### src/rtl/fmap_unpacker_pkg.sv
// Shared definitions for the CNN layer blocks: stream FSM encoding and
// a clog2 helper that never returns a zero width.
package fmap_unpacker_pkg;

  typedef enum logic {
    IDLE   = 1'b0,
    STREAM = 1'b1
  } fmap_state_t;

  function automatic int clog2w(input int n);
    return (n < 2) ? 1 : $clog2(n);
  endfunction

endpackage

### src/rtl/fmap_unpacker.sv
// Frame-to-pixel unpacker: latches a full R x C frame, then streams it one pixel per beat.
// Optional out_row/out_col coordinate ports are built when FMAP_UNPACK_COORD_EN is defined.
module fmap_unpacker
  import fmap_unpacker_pkg::*;
#(
  parameter int data_width = 32,
  parameter int R          = 3,
  parameter int C          = 3
) (
  input  logic                         clk,
  input  logic                         rst,
  input  logic                         in_valid,
  output logic                         in_ready,
  input  logic [data_width*R*C-1:0]    data_in,
  output logic                         out_valid,
  input  logic                         out_ready,
`ifdef FMAP_UNPACK_COORD_EN
  output logic [clog2w(R)-1:0]         out_row,
  output logic [clog2w(C)-1:0]         out_col,
`endif
  output logic [data_width-1:0]        pixel_out,
  output logic                         out_last
);

  localparam int N  = R * C;
  localparam int IW = clog2w(N);
  localparam logic [IW-1:0] LAST_IDX = IW'(N - 1);

  fmap_state_t                    state_q, state_d;
  logic [IW-1:0]                  idx_q;
  logic [N-1:0][data_width-1:0]   frame_q;
  logic                           load, fire, at_last;

  assign at_last   = (idx_q == LAST_IDX);
  assign pixel_out = frame_q[idx_q];

  always_comb begin
    state_d   = state_q;
    in_ready  = 1'b0;
    out_valid = 1'b0;
    out_last  = 1'b0;
    load      = 1'b0;
    fire      = 1'b0;
    case (state_q)
      IDLE: begin
        in_ready = 1'b1;
        if (in_valid) begin
          load    = 1'b1;
          state_d = STREAM;
        end
      end
      STREAM: begin
        out_valid = 1'b1;
        out_last  = at_last;
        if (out_ready) begin
          fire = 1'b1;
          if (at_last) state_d = IDLE;
        end
      end
      default: state_d = IDLE;
    endcase
  end

  // The buffer only loads in IDLE, so input traffic during STREAM cannot disturb it.
  always_ff @(posedge clk) begin
    if (rst) begin
      state_q <= IDLE;
      idx_q   <= '0;
      frame_q <= '0;
    end else begin
      state_q <= state_d;
      if (load) begin
        frame_q <= data_in;
        idx_q   <= '0;
      end else if (fire) begin
        idx_q <= at_last ? '0 : idx_q + 1'b1;
      end
    end
  end

`ifdef FMAP_UNPACK_COORD_EN
  localparam int CW = clog2w(C);

  always_ff @(posedge clk) begin
    if (rst || load || (fire && at_last)) begin
      out_row <= '0;
      out_col <= '0;
    end else if (fire) begin
      if (out_col == CW'(C - 1)) begin
        out_col <= '0;
        out_row <= out_row + 1'b1;
      end else begin
        out_col <= out_col + 1'b1;
      end
    end
  end
`endif

endmodule

### config.mk
export PLATFORM = sky130hd
export DESIGN_NAME = fmap_unpacker
export DESIGN_NICKNAME = d
export VERILOG_FILES = /design/src/rtl/fmap_unpacker_pkg.sv /design/src/rtl/fmap_unpacker.sv
export SDC_FILE = /design/constraint.sdc
export NUM_CORES = 1
export LEC_CHECK = 0
export CAP_MARGIN = 10
export CELL_PAD_IN_SITES_DETAIL_PLACEMENT = 0
export CELL_PAD_IN_SITES_GLOBAL_PLACEMENT = 1
export CORE_MARGIN = 4
export CORE_UTILIZATION = 38
export DETAILED_ROUTE_END_ITERATION = 7
export GPL_ROUTABILITY_DRIVEN = 0
export PLACE_DENSITY_LB_ADDON = 0.3
export SLEW_MARGIN = 20
export SYNTH_ARGS = -nofsm -noshare
export SYNTH_HDL_FRONTEND = slang
export SYNTH_SLANG_ARGS = --single-unit
### constraint.sdc
create_clock -name clk -period 4.59 [get_ports clk]
set_clock_uncertainty 0.05 [all_clocks]
set_input_delay 0.918 -clock clk [delete_from_list [all_inputs] [get_ports clk]]
set_output_delay 0.918 -clock clk [all_outputs]
set_load 0.01 [all_outputs]
; ---- Word level (Yosys, flattened, before mapping)
; Cells that the tools add are included.
[word_totals]
reg_bits = 293
output_inout_bits = 35
inputBits = 292
wordCells = 29
[op_classes]
bitwise_logic = 1
n_lt_le_gt_ge = 1
eq_ne = 1
add_sub_neg = 1
reduce_logical = 1
mux = 13
[ops]
columns = cell, count
row1 = $bmux 32 s4, 1
row2 = $mux 32, 1
row3 = $mux 1, 9
row4 = $lt 4x5->1 const B, 1
row5 = $add 4x1->4 const B, 1
row6 = $eq 4x4->1 const B, 1
row7 = $mux 4, 1
row8 = $pmux 1 s2, 1
row9 = $reduce_or 2->1, 1
row10 = $not 1->1, 1

; ---- Logic depth before layout (Yosys ltp)
[logic_depth]
ltp_word = 4
depth_mapped = 8
depth_no_buf = 5

; ---- Worst setup path after synthesis
; No wires, ideal clock.
[synth_timing]
path_kind = register to output
start = register idx_q[1]
end = output port pixel_out[25]
slack_ps = 2288
required_ps = 3622
path_stages_with_launch = 5
n_path_buf = 1
arrival_time_ps = 1334
path_cell_list = dfxtp_1 > buf_6 > mux4_2 > nor2_1 > o21ai_0
[synth_between]
elab_chain_cells = 2
[synth_lines]
columns = element, line_no
row1 = "start, declared", fmap_unpacker.sv:30  ; logic [IW-1:0] idx_q;
row2 = "start signal, assigned", fmap_unpacker.sv:76  ; idx_q <= at_last ? '0 : idx_q + 1'b1;
row3 = $bmux 32 s4, fmap_unpacker.sv:35  ; assign pixel_out = frame_q[idx_q];
row4 = $mux 32 (not written as such), fmap_unpacker.sv:35
row5 = "end, declared", fmap_unpacker.sv:21  ; output logic [data_width-1:0] pixel_out,
; Every way passes these cells. The select of a mux whose other input is x is not followed.

; ---- Worst setup path in the final report
[layout_timing]
start = register idx_q[0]
end = output port pixel_out[8]
; Same word-level chain as after synthesis.

==> metrics <==
Hold Path Class flip-flop to flip-flop; top post-synthesis cells by count 610 x nand2_1, 293 x dfxtp_1, 288 x a21oi_1, 59 x mux2_2, 46 x buf_2; clock buffer depth 3; Synth cell types a little over 40; initial DRC count roughly 800; VDD IR-drop max 0.000225 V; DRC violations left 0; pin count of the biggest net entering global routing 136; post-synthesis mux area share 0.115; Mapped Cells 1538; H-tree levels 2; max-cap violation count 0; compound-cell area share of the yosys netlist 0.155; via count 11425; main combinational cell family by area after synthesis simple AND/OR/NAND/NOR gates; Initial Utilization 0.386; post-route cell area between 0.015 and 0.02 mm2; WL/cell ~18 um; CTS tree built; Tcrit/Tclk final 0.904; Worst-Skew Late Latency 500 ps; leakage power ~6.3 nW; die outline width approximately 190 um; Vert. Die Dim around 190 um; routed wire length 41.1 mm; Worst Setup End Kind output port; antenna violations before repair 4; area share of and/or/nand/nor cells after synthesis 0.201; most instantiated library cell after synthesis nand2_1; Total Nets Final between 2000 and 2500; RSZ-0062 raised after global routing false; final hold vios 0; die area 0.0360 mm2; Final Max Slew Viols 0; fin crit period a little over 4000 ps; grt total ovfl 0; xor-xnor portion of the synthesized cell area 0.00139; vias per inst slightly above 5; Synth Warn # 0; Clock Pin Slew Worst Setup and Hold Paths around 50 ps; CP Max Fanout 57; cts repair resizes 0; synth-to-layout area growth 35.2%; critical path class flip-flop to output port; Root Driver clkbuf_16; final cell count without fillers 2255; FFs w/ async S/R, synth 0; outcome completed; relative slew slack 0.370; power density cells about 370 mW/mm2; Mapped Nets ~1800; Yosys top cell area share 0.467; HPWL Detailed between 20 and 30 mm; number of synthesized flops with an enable pin 0; Mean Syn Cell Area between 8 and 9 um2; achievable clock frequency ~0.24 GHz; Worst Path Arrival ~3200 ps; Startpoint Class flip-flop; # rows 66; # setup viols final 0; Data required, critical path about 3600 ps; Top FF cell, synth dfxtp_1; DR pass1 iterations 5; largest cells by area after synthesis dfxtp_1 47%, nand2_1 18%, a21oi_1 11%; Total Neg Setup Slack 0 ps; first-pass GRT wire length between 60 and 70 mm; CTS Hold Bufs 0; GRT Resource Usage Total 0.220; Mapped Area 0.0126 mm2; Seq/Total Area, Yosys 0.467; DP Area between 0.015 and 0.02 mm2; Worst Tran Pin Value about 940 ps; CTS sink cnt between 200 and 300; Post-Synth Adder-Cell Area 0.00199; Post-CTS Setup Bufs 0; CTS buffer count 34; io pins between 300 and 400; core area about 0.033 mm2; Synth area leader dfxtp_1; layout cells sized above 1 0.0966; post-detailed-route count of antenna-violating nets 0; IO buf count about 330; vias in the first global route 11125; dpl cells 2197; register bit total from synthesis about 290
per-layer routing:
metal	wire length, um	global-route usage	up-vias	share of wire
li1	-	-	5650	-
met1	19300	0.317	5311	0.47
met2	17700	0.333	393	0.43
met3	2930	0.0501	65	0.071
met4	1080	0.0576	6	0.026
met5	41	0	-	0.0010
critical path: stages, from the launching register on:
cell             delay [ps]
dfxtp_4                 960
buf_12                  300
mux4_2                  530
nor2_1                  230
o21ai_1                 130
clkdlybuf4s50_1         490
area by class of cell:
cell class / instances / area, um2
clock buffers: 47 / 950
repair buffers: 345 / 3490
well taps: 442 / 553
clock inverters: 10 / 145
diodes: 1 / 2.50
inverters: 4 / 15.0
fillers: 3125 / 15500
flip-flops and latches: 293 / 5870
multi-input cells: 1113 / 5970
sequential cells by signal (all words and copies together) (netlist names):
signal / flops
frame_q: 288
idx_q: 4
state_q: 1
per-stage QoR:
step | util | worst slack, ps | power (W) | hold slack [ps]
after floorplan | - | 2290 | 0.00322 | 382
after global placement | 0.489 | 953 | 0.00365 | 388
after detailed placement | 0.489 | 942 | 0.00366 | 393
after CTS | 0.522 | 403 | 0.00634 | 401
after global routing | 0.522 | 339 | 0.00653 | 417
final | 0.522 | 441 | 0.00627 | 399
layout by cell type, fill, tap and decap left out, types with 2 or more instances in the layout:
cell type / n
mux2_2: 59
ha_1: 2
mux4_2: 32
nand2_1: 610
bufinv_16: 3
mux2_4: 3
dfxtp_2: 2
clkbuf_1: 8
dfxtp_1: 290
o221ai_2: 2
clkbuf_8: 5
inv_1: 3
o221ai_1: 29
o21ai_1: 30
nor2b_1: 2
nor3_1: 2
buf_12: 6
clkdlybuf4s50_1: 325
buf_4: 13
clkbuf_16: 34
inv_6: 2
nor2_1: 34
a21oi_1: 288
o21ai_0: 2
clkinv_2: 3
report_power, final:
group | internal [W] | switching [W]
registers | 0.00269 | 0.0000908
logic | 0.000435 | 0.000383
clock network | 0.00162 | 0.00105
kinds of logic (layout without fill, tap and decap cells):
logic type / Yosys count / in the layout
and+or+nand+nor: 657 / 657
AOI/OAI and AO/OA: 357 / 357
DFF: 293 / 293
buffers and inverters: 132 / 406
muxes: 95 / 95
adders and majority gates: 2 / 2
xor gates and xnor gates: 2 / 2
other: 0 / 1
final timing paths:
kind / from / end / slack [ps] / cells after the start
max: idx_q[0] / pixel_out[8] / 440 / 5
min: frame_q[23] / frame_q[23] / 400 / 2
max reg2reg: idx_q[0] / idx_q[3] / 2290 / 6
min reg2reg: frame_q[23] / frame_q[23] / 400 / 2
Power figures use the tool's default switching activity.
